<file path="src/rtl/araddr_issue_ctrl.sv">
// araddr_issue_ctrl
// -----------------------------------------------------------------------------
// Pops {len, addr} burst descriptors from the read-address FIFO and issues them
// on the AXI4 AR channel. Issue is throttled by a count of accepted-but-not-yet-
// completed read bursts. Everything runs in the FIFO read clock domain.
//
// Build option:
//   ARADDR_BOUNDARY_SPLIT_EN  defined   : a descriptor whose burst would cross a
//                                         4 KB page is issued as two bursts, and
//                                         two free slots are kept in reserve.
//                             undefined : descriptors are issued unmodified as
//                                         a single burst each.
//
// Ports:
//   rd_clk, rd_rst          clock and asynchronous active-high reset
//   fifo_rd_data            descriptor {len, addr}, valid the cycle after a pop
//   fifo_rd_empty           FIFO empty flag
//   fifo_rd_en              registered single-cycle pop strobe
//   m_araddr/m_arlen        registered AR payload (len = beats-1)
//   m_arsize/m_arburst      constants: c_SIZE and INCR
//   m_arvalid/m_arready     AR handshake (m_arvalid registered)
//   r_burst_done            one pulse per completed read burst
//   outstanding             current outstanding-burst count
//   busy                    high whenever the controller is not IDLE
//
// Timing: the pop decision is made one cycle ahead so that fifo_rd_en comes
// straight from a flop. A cycle with fifo_rd_en high is still an IDLE cycle;
// the popped data is captured in LOAD on the next cycle and m_arvalid rises on
// the cycle after that. With m_arready high this gives one unsplit burst every
// three cycles, because the next pop is decided during the handshake cycle.
// -----------------------------------------------------------------------------
module araddr_issue_ctrl #(
  parameter int c_ADDR_WIDTH      = 32,
  parameter int c_LEN_WIDTH       = 8,
  parameter int c_SIZE            = 5,
  parameter int c_MAX_OUTSTANDING = 8
) (
  input  logic                                   rd_clk,
  input  logic                                   rd_rst,
  input  logic [c_LEN_WIDTH+c_ADDR_WIDTH-1:0]    fifo_rd_data,
  input  logic                                   fifo_rd_empty,
  output logic                                   fifo_rd_en,
  output logic [c_ADDR_WIDTH-1:0]                m_araddr,
  output logic [c_LEN_WIDTH-1:0]                 m_arlen,
  output logic [2:0]                             m_arsize,
  output logic [1:0]                             m_arburst,
  output logic                                   m_arvalid,
  input  logic                                   m_arready,
  input  logic                                   r_burst_done,
  output logic [$clog2(c_MAX_OUTSTANDING+1)-1:0] outstanding,
  output logic                                   busy
);

  localparam int OUT_W = $clog2(c_MAX_OUTSTANDING + 1);

  localparam logic [1:0] ST_IDLE  = 2'd0;
  localparam logic [1:0] ST_LOAD  = 2'd1;
  localparam logic [1:0] ST_ISSUE = 2'd2;

`ifdef ARADDR_BOUNDARY_SPLIT_EN
  // Keep two slots free so that both halves of a split always fit.
  localparam int POP_LIMIT = c_MAX_OUTSTANDING - 2;
`else
  localparam int POP_LIMIT = c_MAX_OUTSTANDING - 1;
`endif

  localparam logic [OUT_W-1:0] POP_LIMIT_C = OUT_W'(POP_LIMIT);
  localparam logic [OUT_W-1:0] MAX_C       = OUT_W'(c_MAX_OUTSTANDING);
  localparam logic [OUT_W-1:0] ONE_C       = {{(OUT_W-1){1'b0}}, 1'b1};
  localparam logic [OUT_W-1:0] ZERO_C      = {OUT_W{1'b0}};

  logic [1:0]              state_r;
  logic [1:0]              state_nx_s;
  logic                    fifo_rd_en_r;
  logic                    pop_nx_s;
  logic [c_ADDR_WIDTH-1:0] araddr_r;
  logic [c_LEN_WIDTH-1:0]  arlen_r;
  logic                    arvalid_r;
  logic                    busy_r;
  logic                    hs_s;
  logic                    split_pending_s;
  logic [OUT_W-1:0]        outstanding_r;
  logic [OUT_W:0]          count_after_s;
  logic [c_ADDR_WIDTH-1:0] desc_addr_s;
  logic [c_LEN_WIDTH-1:0]  desc_len_s;
  logic [c_ADDR_WIDTH-1:0] first_addr_s;
  logic [c_LEN_WIDTH-1:0]  first_len_s;

  assign desc_addr_s = fifo_rd_data[c_ADDR_WIDTH-1:0];
  assign desc_len_s  = fifo_rd_data[c_LEN_WIDTH+c_ADDR_WIDTH-1:c_ADDR_WIDTH];

`ifdef ARADDR_BOUNDARY_SPLIT_EN
  localparam logic [c_ADDR_WIDTH-1:0] ALIGN_MASK = {c_ADDR_WIDTH{1'b1}} << c_SIZE;
  localparam logic [c_ADDR_WIDTH-1:0] PAGE_BYTES = {{(c_ADDR_WIDTH-13){1'b0}}, 13'h1000};

  logic [c_ADDR_WIDTH-1:0] aligned_addr_s;
  logic [c_ADDR_WIDTH-1:0] second_addr_s;
  logic [c_ADDR_WIDTH-1:0] second_addr_r;
  logic [c_LEN_WIDTH-1:0]  second_len_s;
  logic [c_LEN_WIDTH-1:0]  second_len_r;
  logic [13:0]             offset_s;
  logic [13:0]             bytes_s;
  logic [13:0]             first_beats_s;
  logic                    cross_s;
  logic                    split_pending_r;

  // 4 KB page split of the descriptor presented during LOAD (14-bit unsigned)
  always_comb begin
    aligned_addr_s = desc_addr_s & ALIGN_MASK;
    offset_s       = {2'b00, aligned_addr_s[11:0]};
    bytes_s        = (14'(desc_len_s) + 14'd1) << c_SIZE;
    first_beats_s  = (14'd4096 - offset_s) >> c_SIZE;
    cross_s        = ((offset_s + bytes_s) > 14'd4096);
    second_addr_s  = {aligned_addr_s[c_ADDR_WIDTH-1:12], 12'h000} + PAGE_BYTES;
    first_addr_s   = aligned_addr_s;
    if (cross_s) begin
      first_len_s  = c_LEN_WIDTH'(first_beats_s - 14'd1);
      second_len_s = desc_len_s - c_LEN_WIDTH'(first_beats_s);
    end else begin
      first_len_s  = desc_len_s;
      second_len_s = {c_LEN_WIDTH{1'b0}};
    end
  end

  assign split_pending_s = split_pending_r;
`else
  assign first_addr_s    = desc_addr_s;
  assign first_len_s     = desc_len_s;
  assign split_pending_s = 1'b0;
`endif

  // next-state decode and the pop decision for the following cycle
  always_comb begin
    hs_s = arvalid_r & m_arready;
    case (state_r)
      ST_IDLE: begin
        if (fifo_rd_en_r) begin
          state_nx_s = ST_LOAD;
        end else begin
          state_nx_s = ST_IDLE;
        end
      end
      ST_LOAD: begin
        state_nx_s = ST_ISSUE;
      end
      ST_ISSUE: begin
        if (hs_s && !split_pending_s) begin
          state_nx_s = ST_IDLE;
        end else begin
          state_nx_s = ST_ISSUE;
        end
      end
      default: begin
        state_nx_s = ST_IDLE;
      end
    endcase

    // Count as it will stand once this cycle's handshake lands; a concurrent
    // r_burst_done is ignored here, which can only delay a pop by one cycle.
    if (hs_s) begin
      count_after_s = {1'b0, outstanding_r} + {{OUT_W{1'b0}}, 1'b1};
    end else begin
      count_after_s = {1'b0, outstanding_r};
    end

    if ((state_nx_s == ST_IDLE) && !fifo_rd_empty &&
        (count_after_s <= {1'b0, POP_LIMIT_C})) begin
      pop_nx_s = 1'b1;
    end else begin
      pop_nx_s = 1'b0;
    end
  end

  // state, pop strobe and AR channel payload registers
  always_ff @(posedge rd_clk or posedge rd_rst) begin
    if (rd_rst) begin
      state_r         <= ST_IDLE;
      fifo_rd_en_r    <= 1'b0;
      araddr_r        <= {c_ADDR_WIDTH{1'b0}};
      arlen_r         <= {c_LEN_WIDTH{1'b0}};
      arvalid_r       <= 1'b0;
      busy_r          <= 1'b0;
`ifdef ARADDR_BOUNDARY_SPLIT_EN
      split_pending_r <= 1'b0;
      second_addr_r   <= {c_ADDR_WIDTH{1'b0}};
      second_len_r    <= {c_LEN_WIDTH{1'b0}};
`endif
    end else begin
      state_r      <= state_nx_s;
      fifo_rd_en_r <= pop_nx_s;
      busy_r       <= (state_nx_s != ST_IDLE);
      case (state_r)
        ST_LOAD: begin
          araddr_r        <= first_addr_s;
          arlen_r         <= first_len_s;
          arvalid_r       <= 1'b1;
`ifdef ARADDR_BOUNDARY_SPLIT_EN
          split_pending_r <= cross_s;
          second_addr_r   <= second_addr_s;
          second_len_r    <= second_len_s;
`endif
        end
        ST_ISSUE: begin
          if (hs_s) begin
            if (split_pending_s) begin
`ifdef ARADDR_BOUNDARY_SPLIT_EN
              araddr_r        <= second_addr_r;
              arlen_r         <= second_len_r;
              split_pending_r <= 1'b0;
`endif
            end else begin
              arvalid_r <= 1'b0;
            end
          end
        end
        default: begin
          arvalid_r <= arvalid_r;
        end
      endcase
    end
  end

  // outstanding bursts: +1 per AR handshake, -1 per completed burst, saturating
  always_ff @(posedge rd_clk or posedge rd_rst) begin
    if (rd_rst) begin
      outstanding_r <= ZERO_C;
    end else begin
      case ({hs_s, r_burst_done})
        2'b10: begin
          if (outstanding_r < MAX_C) begin
            outstanding_r <= outstanding_r + ONE_C;
          end else begin
            outstanding_r <= outstanding_r;
          end
        end
        2'b01: begin
          if (outstanding_r != ZERO_C) begin
            outstanding_r <= outstanding_r - ONE_C;
          end else begin
            outstanding_r <= outstanding_r;
          end
        end
        default: begin
          outstanding_r <= outstanding_r;
        end
      endcase
    end
  end

  assign fifo_rd_en  = fifo_rd_en_r;
  assign m_araddr    = araddr_r;
  assign m_arlen     = arlen_r;
  assign m_arvalid   = arvalid_r;
  assign m_arsize    = 3'(c_SIZE);
  assign m_arburst   = 2'b01;
  assign outstanding = outstanding_r;
  assign busy        = busy_r;

endmodule

</file>
<file path="config.mk">
export PLATFORM = sky130hd
export DESIGN_NAME = araddr_issue_ctrl
export DESIGN_NICKNAME = d
export VERILOG_FILES = /design/src/rtl/araddr_issue_ctrl.sv
export SDC_FILE = /design/constraint.sdc
export NUM_CORES = 1
export LEC_CHECK = 0
export BUFFER_PORTS_ARGS = -buffer_cell sky130_fd_sc_hd__buf_4
export CORE_ASPECT_RATIO = 1.1
export CORE_MARGIN = 2
export CORE_UTILIZATION = 40
export DETAILED_ROUTE_END_ITERATION = 6
export HOLD_SLACK_MARGIN = 0.05
export PLACE_DENSITY = 0.68
export SLEW_MARGIN = 20
export SYNTH_ARGS = -nofsm -noshare
export SYNTH_HDL_FRONTEND = slang
export SYNTH_SLANG_ARGS = --single-unit
</file>
<file path="constraint.sdc">
create_clock -name rd_clk -period 1.65 [get_ports rd_clk]
set_input_delay 0.33 -clock rd_clk [delete_from_list [all_inputs] [get_ports rd_clk]]
set_output_delay 0.33 -clock rd_clk [all_outputs]
set_load 0.01 [all_outputs]
</file>
# Word-level counts from Yosys, hierarchy flattened
# Cells that the tools add are included.
[word_totals]
in_bits = 45
elab_cells = 41
ramBits = 0
rom_bits = 0
n_memories = 0
output_inout_bits = 52
reg_bits = 49
latch_bits = 0
[op_classes]
n_addsub = 3
mul = 0
bitwise = 1
n_eq_ne = 7
n_shift = 0
div = 0
magnitude_cmp = 2
n_reduce_logical = 11
muxes = 10
[op_table]
columns = ["operator", "n"]
rows = [
  ["$mux W4", 2],
  ["$pmux W4 S2", 1],
  ["$ne A2 B2 Y1 const B", 3],
  ["$pmux W2 S3", 1],
  ["$reduce_bool A2 Y1", 3],
  ["$add A4 B1 Y5 const B", 1],
  ["$le A5 B3 Y1 const B", 1],
  ["$mux W5", 1],
  ["$add A4 B1 Y4 const B", 1],
  ["$eq A2 B1 Y1 const B", 2],
  ["$eq A2 B2 Y1 const B", 2],
  ["$logic_not A2 Y1", 2],
  ["$lt A4 B4 Y1 const B", 1],
  ["$reduce_bool A4 Y1", 1],
  ["$sub A4 B1 Y4 const B", 1],
  ["$mux W1", 3],
  ["$reduce_and A3 Y1", 1],
  ["$logic_and A1 B1 Y1", 2],
  ["$mux W2", 1],
  ["$pmux W1 S2", 1],
  ["$reduce_and A2 Y1", 1],
  ["$and A1 B1 Y1", 1],
  ["$logic_not A1 Y1", 1],
]

# Logic depth before layout (Yosys ltp)
[logic_depth]
depth_word = 7
depth_mapped = 7
ltp_nobuf = 7

# Least setup slack after synthesis
# No wires, ideal clock.
[synth_path]
path_kind = "register -> register"
start = "reg arvalid_r, in the netlist m_arvalid"
end = "reg outstanding_r[3], in the netlist outstanding[3]"
stages_incl_launch_ff = 8
synth_period_minus_slack_ps = 1754
required_time_ps = 1519
setup_ps = 131
arrival_ps = 1623
slack_ps = -104
n_path_buf = 0
cell_sequence = "dfrtp_1 -> nand2_1 -> ha_1 -> ha_1 -> a211oi_2 -> o21ai_0 -> nor3b_2 -> xor2_1"
[synth_between]
elab_chain_cells = 4
elab_cells_between_ends = 8
cone_classes = "eq/ne: 4; mux: 1; bitwise: 1; reduce/logical: 2"
[synth_rtl]
columns = ["element", "line", "rtl"]
rows = [
  ["from (decl)", "78", "logic arvalid_r;"],
  ["from (signal assigned)", "217", "arvalid_r <= arvalid_r;"],
  ["$and A1 B1 Y1 (*)", "134", "hs_s = arvalid_r & m_arready;"],
  ["$eq A2 B1 Y1 / $eq A2 B2 Y1 (equally long branches)", "228", "case ({hs_s, r_burst_done})"],
  ["$ne A2 B2 Y1 (no source line) / $reduce_bool A2 Y1 (equally long branches)", "--", ""],
  ["$reduce_and A3 Y1 (no source line)", "--", ""],
  ["to (signal assigned)", "231", "outstanding_r <= outstanding_r + ONE_C;"],
  ["to (signal assigned)", "233", "outstanding_r <= outstanding_r;"],
  ["to (signal assigned)", "238", "outstanding_r <= outstanding_r - ONE_C;"],
  ["to (decl)", "82", "logic [OUT_W-1:0] outstanding_r;"],
]
# Mark *: on every way between the ends. The rest lies on a longest branch, timed or not.
# A chain may end at the register's enable or synchronous reset.

# Worst setup path in the final report
# Ends and elaborated chain as after synthesis.

==> results.md <==
- Outcome: finished clean
- Layout Utilization: 58.9%
- DR vias/cell: 4.55
- RD Place Congestion: 0.784
- # DRC: 0
- Dominant cells by area after synthesis: dfrtp_1 (55%), mux2_4 (26%), ha_1 (3.4%), buf_6 (2.5%), buf_4 (1.7%)
- Mapped Area: 2230 um^2
- Vias in the first global route: 1,402
- Sw power: 2.02 mW
- CP arrival: 1.83 ns
- Worst-skew pair later-pin latency: 0.30 ns
- GRT overflow: 0
- Post-synth EDFFs: 0
- Int Power: 4.12 mW
- Final Hold Vio Count: 0
- IO buf count: 91
- Leak: 1.58 nW
- Avg WL per Cell: 13.9 um
- Worst Hold Endpoint: fifo_rd_en$_DFF_PP0_
- First-pass DRT Iterations: 4
- Die X: 75.2 um
- RSZ-0062 raised after global routing: true
- Fin area: 3180 um^2
- Final WS setup: 0.0412 ns
- Worst R2R Path Depth: 7
- Worst Skew: 0.00569 ns
- First-pass GRT wire length: 6500 um
- Reg clk slew, reported paths: 0.09 ns
- TritonCTS Buffers: 5
- Full die area: 6190 um^2
- Synth Register Bits: 49
- Register area: 1230 um^2
- Worst setup SP type: flop
- Clk sinks: 49
- Most frequent cells after synthesis: dfrtp_1 (49), mux2_4 (38), ha_1 (6), inv_1 (6)
- Synth Flop Type: dfrtp_1
- Antenna Cells: 0
- Synth warn: 0
- Max Cap Viol: 0
- Worst hold start: fifo_rd_empty
- Minimum clock period: 1.61 ns
- Worst r2r dst: outstanding[3]$_DFFE_PP0P_
- ANT nets after route: 0
- Leading area contributor after synthesis: dfrtp_1
- Clock Power Share: 11.5%
- Initial antenna violation count: 0
- Post-layout net count: 298
- Pin count of the biggest net entering global routing: 20
- IO Pins: 97
- Worst vdd ir: 0.000781 V
- Max FO, Critical Path: 4
- Synth Instances: 144
- Post-synthesis sequential area ratio: 55.0%
- Initial Util: 41.3%
- Max Buffers Root-to-Sink: 2
- Tot GR Track Use: 13.8%
- Via count: 1,465
- Top-area cell type share of the netlist area: 55.0%
- Flop-to-flop setup slack: 0.04 ns
- Row cnt: 28
- CP Capture Type: flop
- TritonCTS clock tree: done
- Setup Crit Path Kind: reg -> reg
- Core ar.: 5400 um^2
- HPWL Detailed: 3290 um
- Pre-CTS setup slack: -0.0858 ns
- Min-delay worst type: in -> reg
- DIE HEIGHT: 82.3 um
- Max Clock Freq: 622 MHz
- Fraction of layout cells with a size suffix above 1: 64.4%
- Root buffer cell: clkbuf_8
- Reg-to-reg startpoint: m_arvalid$_DFFE_PP0P_
- TNS Setup: 0 ns
- Final Slew Violations: 0
- Area delta synth->final: 42.6%
- Endpoints failing setup: 0
- Switching Fraction: 33.0%
- Netlist cell types: 25
- Async SR Flop Fraction: 100%
- Wirelength, routed: 4480 um
- Average cell area after synthesis: 15.5 um^2
- P per Cell Area: 1930 nW/um^2
- Count leader, synth: dfrtp_1
- Filler Cells Inserted: 484
- Hold path cells: 2
- CTS H-Tree Depth: 2
- Initial DRC count: 49
- Footprint of the multi-input gates: 941 um^2
- Final period utilization: 97.5%
- Required time worst endpoint: 1.87 ns
- Sequential share of power: 36.0%
- Comb pwr share: 52.6%
- Dpl cell area: 3040 um^2
## sequential cells by signal, summed over array words and instances, names as in the netlist
register     count
busy             1
fifo_rd_en       1
m_araddr        32
m_arlen          8
m_arvalid        1
outstanding      4
state_r          2
## metal layers
| metal | vias to the layer above | share of wire (%) | GRT usage, % |
|---|---|---|---|
| li1 | 682 | - | - |
| met1 | 721 | 43 | 18.1 |
| met4 | 0 | 1.2 | 3.16 |
| met2 | 58 | 48 | 22.5 |
| met3 | 4 | 7.7 | 4.13 |
| met5 | - | 0 | 0 |
## placed cells by master (no fill, tap or decap), drive strengths merged
master | netlist | final
clkbuf | 0 | 5
nor2 | 3 | 3
ha | 6 | 6
xnor2 | 1 | 1
conb | 2 | 5
o21ai | 4 | 4
a211oi | 1 | 1
nand2b | 1 | 1
nor3 | 3 | 3
nor2b | 2 | 2
clkinvlp | 0 | 1
nand2 | 5 | 5
fa | 1 | 1
nand3 | 1 | 1
nor3b | 2 | 2
dfrtp | 49 | 49
inv | 6 | 7
xor2 | 2 | 2
o31ai | 1 | 1
buf | 10 | 101
a41oi | 1 | 1
dlygate4sd3 | 0 | 1
a21oi | 3 | 3
clkinv | 0 | 1
mux2 | 40 | 40
## worst max path at each step
stage | start | end | slack (ns) | cells past startpoint
after global routing | m_arvalid$_DFFE_PP0P_ | outstanding[3]$_DFFE_PP0P_ | -0.08 | 7
after floorplan | m_arvalid$_DFFE_PP0P_ | outstanding[3]$_DFFE_PP0P_ | 0.0002 | 7
after global placement | m_arready | outstanding[3]$_DFFE_PP0P_ | -0.03 | 8
final | m_arvalid$_DFFE_PP0P_ | outstanding[3]$_DFFE_PP0P_ | 0.04 | 7
after detailed placement | m_arready | outstanding[3]$_DFFE_PP0P_ | -0.09 | 8
after CTS | m_arvalid$_DFFE_PP0P_ | outstanding[3]$_DFFE_PP0P_ | 0.02 | 7
## power by group through the flow
stage	Clock (mW)	Sequential, mW	Combinational (mW)
detailed placement	0	2.21	3.22
global placement	0	2.19	3.18
floorplan	0	2.49	1.62
CTS	0.742	2.20	3.26
finish	0.704	2.21	3.23
global route	0.780	2.28	3.49
## critical path, cell delays in order (launching register included)
cell and delay (ns):
dfrtp_1 0.40, nand2_2 0.12, ha_4 0.17, ha_4 0.20, a211oi_2 0.20, nor3_1 0.09, nor3b_2 0.21, xor2_1 0.16
## logic make-up after synthesis
| logic type | count (synthesis) | share of synthesized area [%] |
|---|---|---|
| xor gates and xnor gates | 3 | 1.18 |
| adders and majority gates | 7 | 4.26 |
| and+or+nand+nor | 17 | 4.32 |
| buffers and inverters | 16 | 5.22 |
| AOI/OAI and AO/OA | 10 | 3.09 |
| DFF | 49 | 55.0 |
| muxes | 40 | 26.6 |
| other | 2 | 0.337 |
## through the flow
step / total power [mW] / std cells / hold WS [ns]
finish: 6.14 / 322 / 0.181
global route: 6.55 / 322 / 0.171
CTS: 6.20 / 322 / 0.173
detailed placement: 5.42 / 312 / 0.378
global placement: 5.37 / 312 / 0.363
floorplan: 4.11 / 147 / 0.403
## final cells by class
class / instances / area share (%)
flip-flops and latches: 49 / 38.6
clock buffers: 5 / 2.16
well taps: 75 / 2.95
inverters: 6 / 0.708
repair buffers: 102 / 25.3
multi-input cells: 82 / 29.6
clock inverters: 3 / 0.669
## timing repair
action                                  in CTS  in global routing
endpoints found under the hold margin       16                  0
pin swaps                                    5                  4
gates resized for setup                      1                  3
setup buffers                                1                  0
hold buffers                                 1                  0
endpoints found under the setup margin       1                  1
Note: power is estimated with default switching activity, not from simulation.
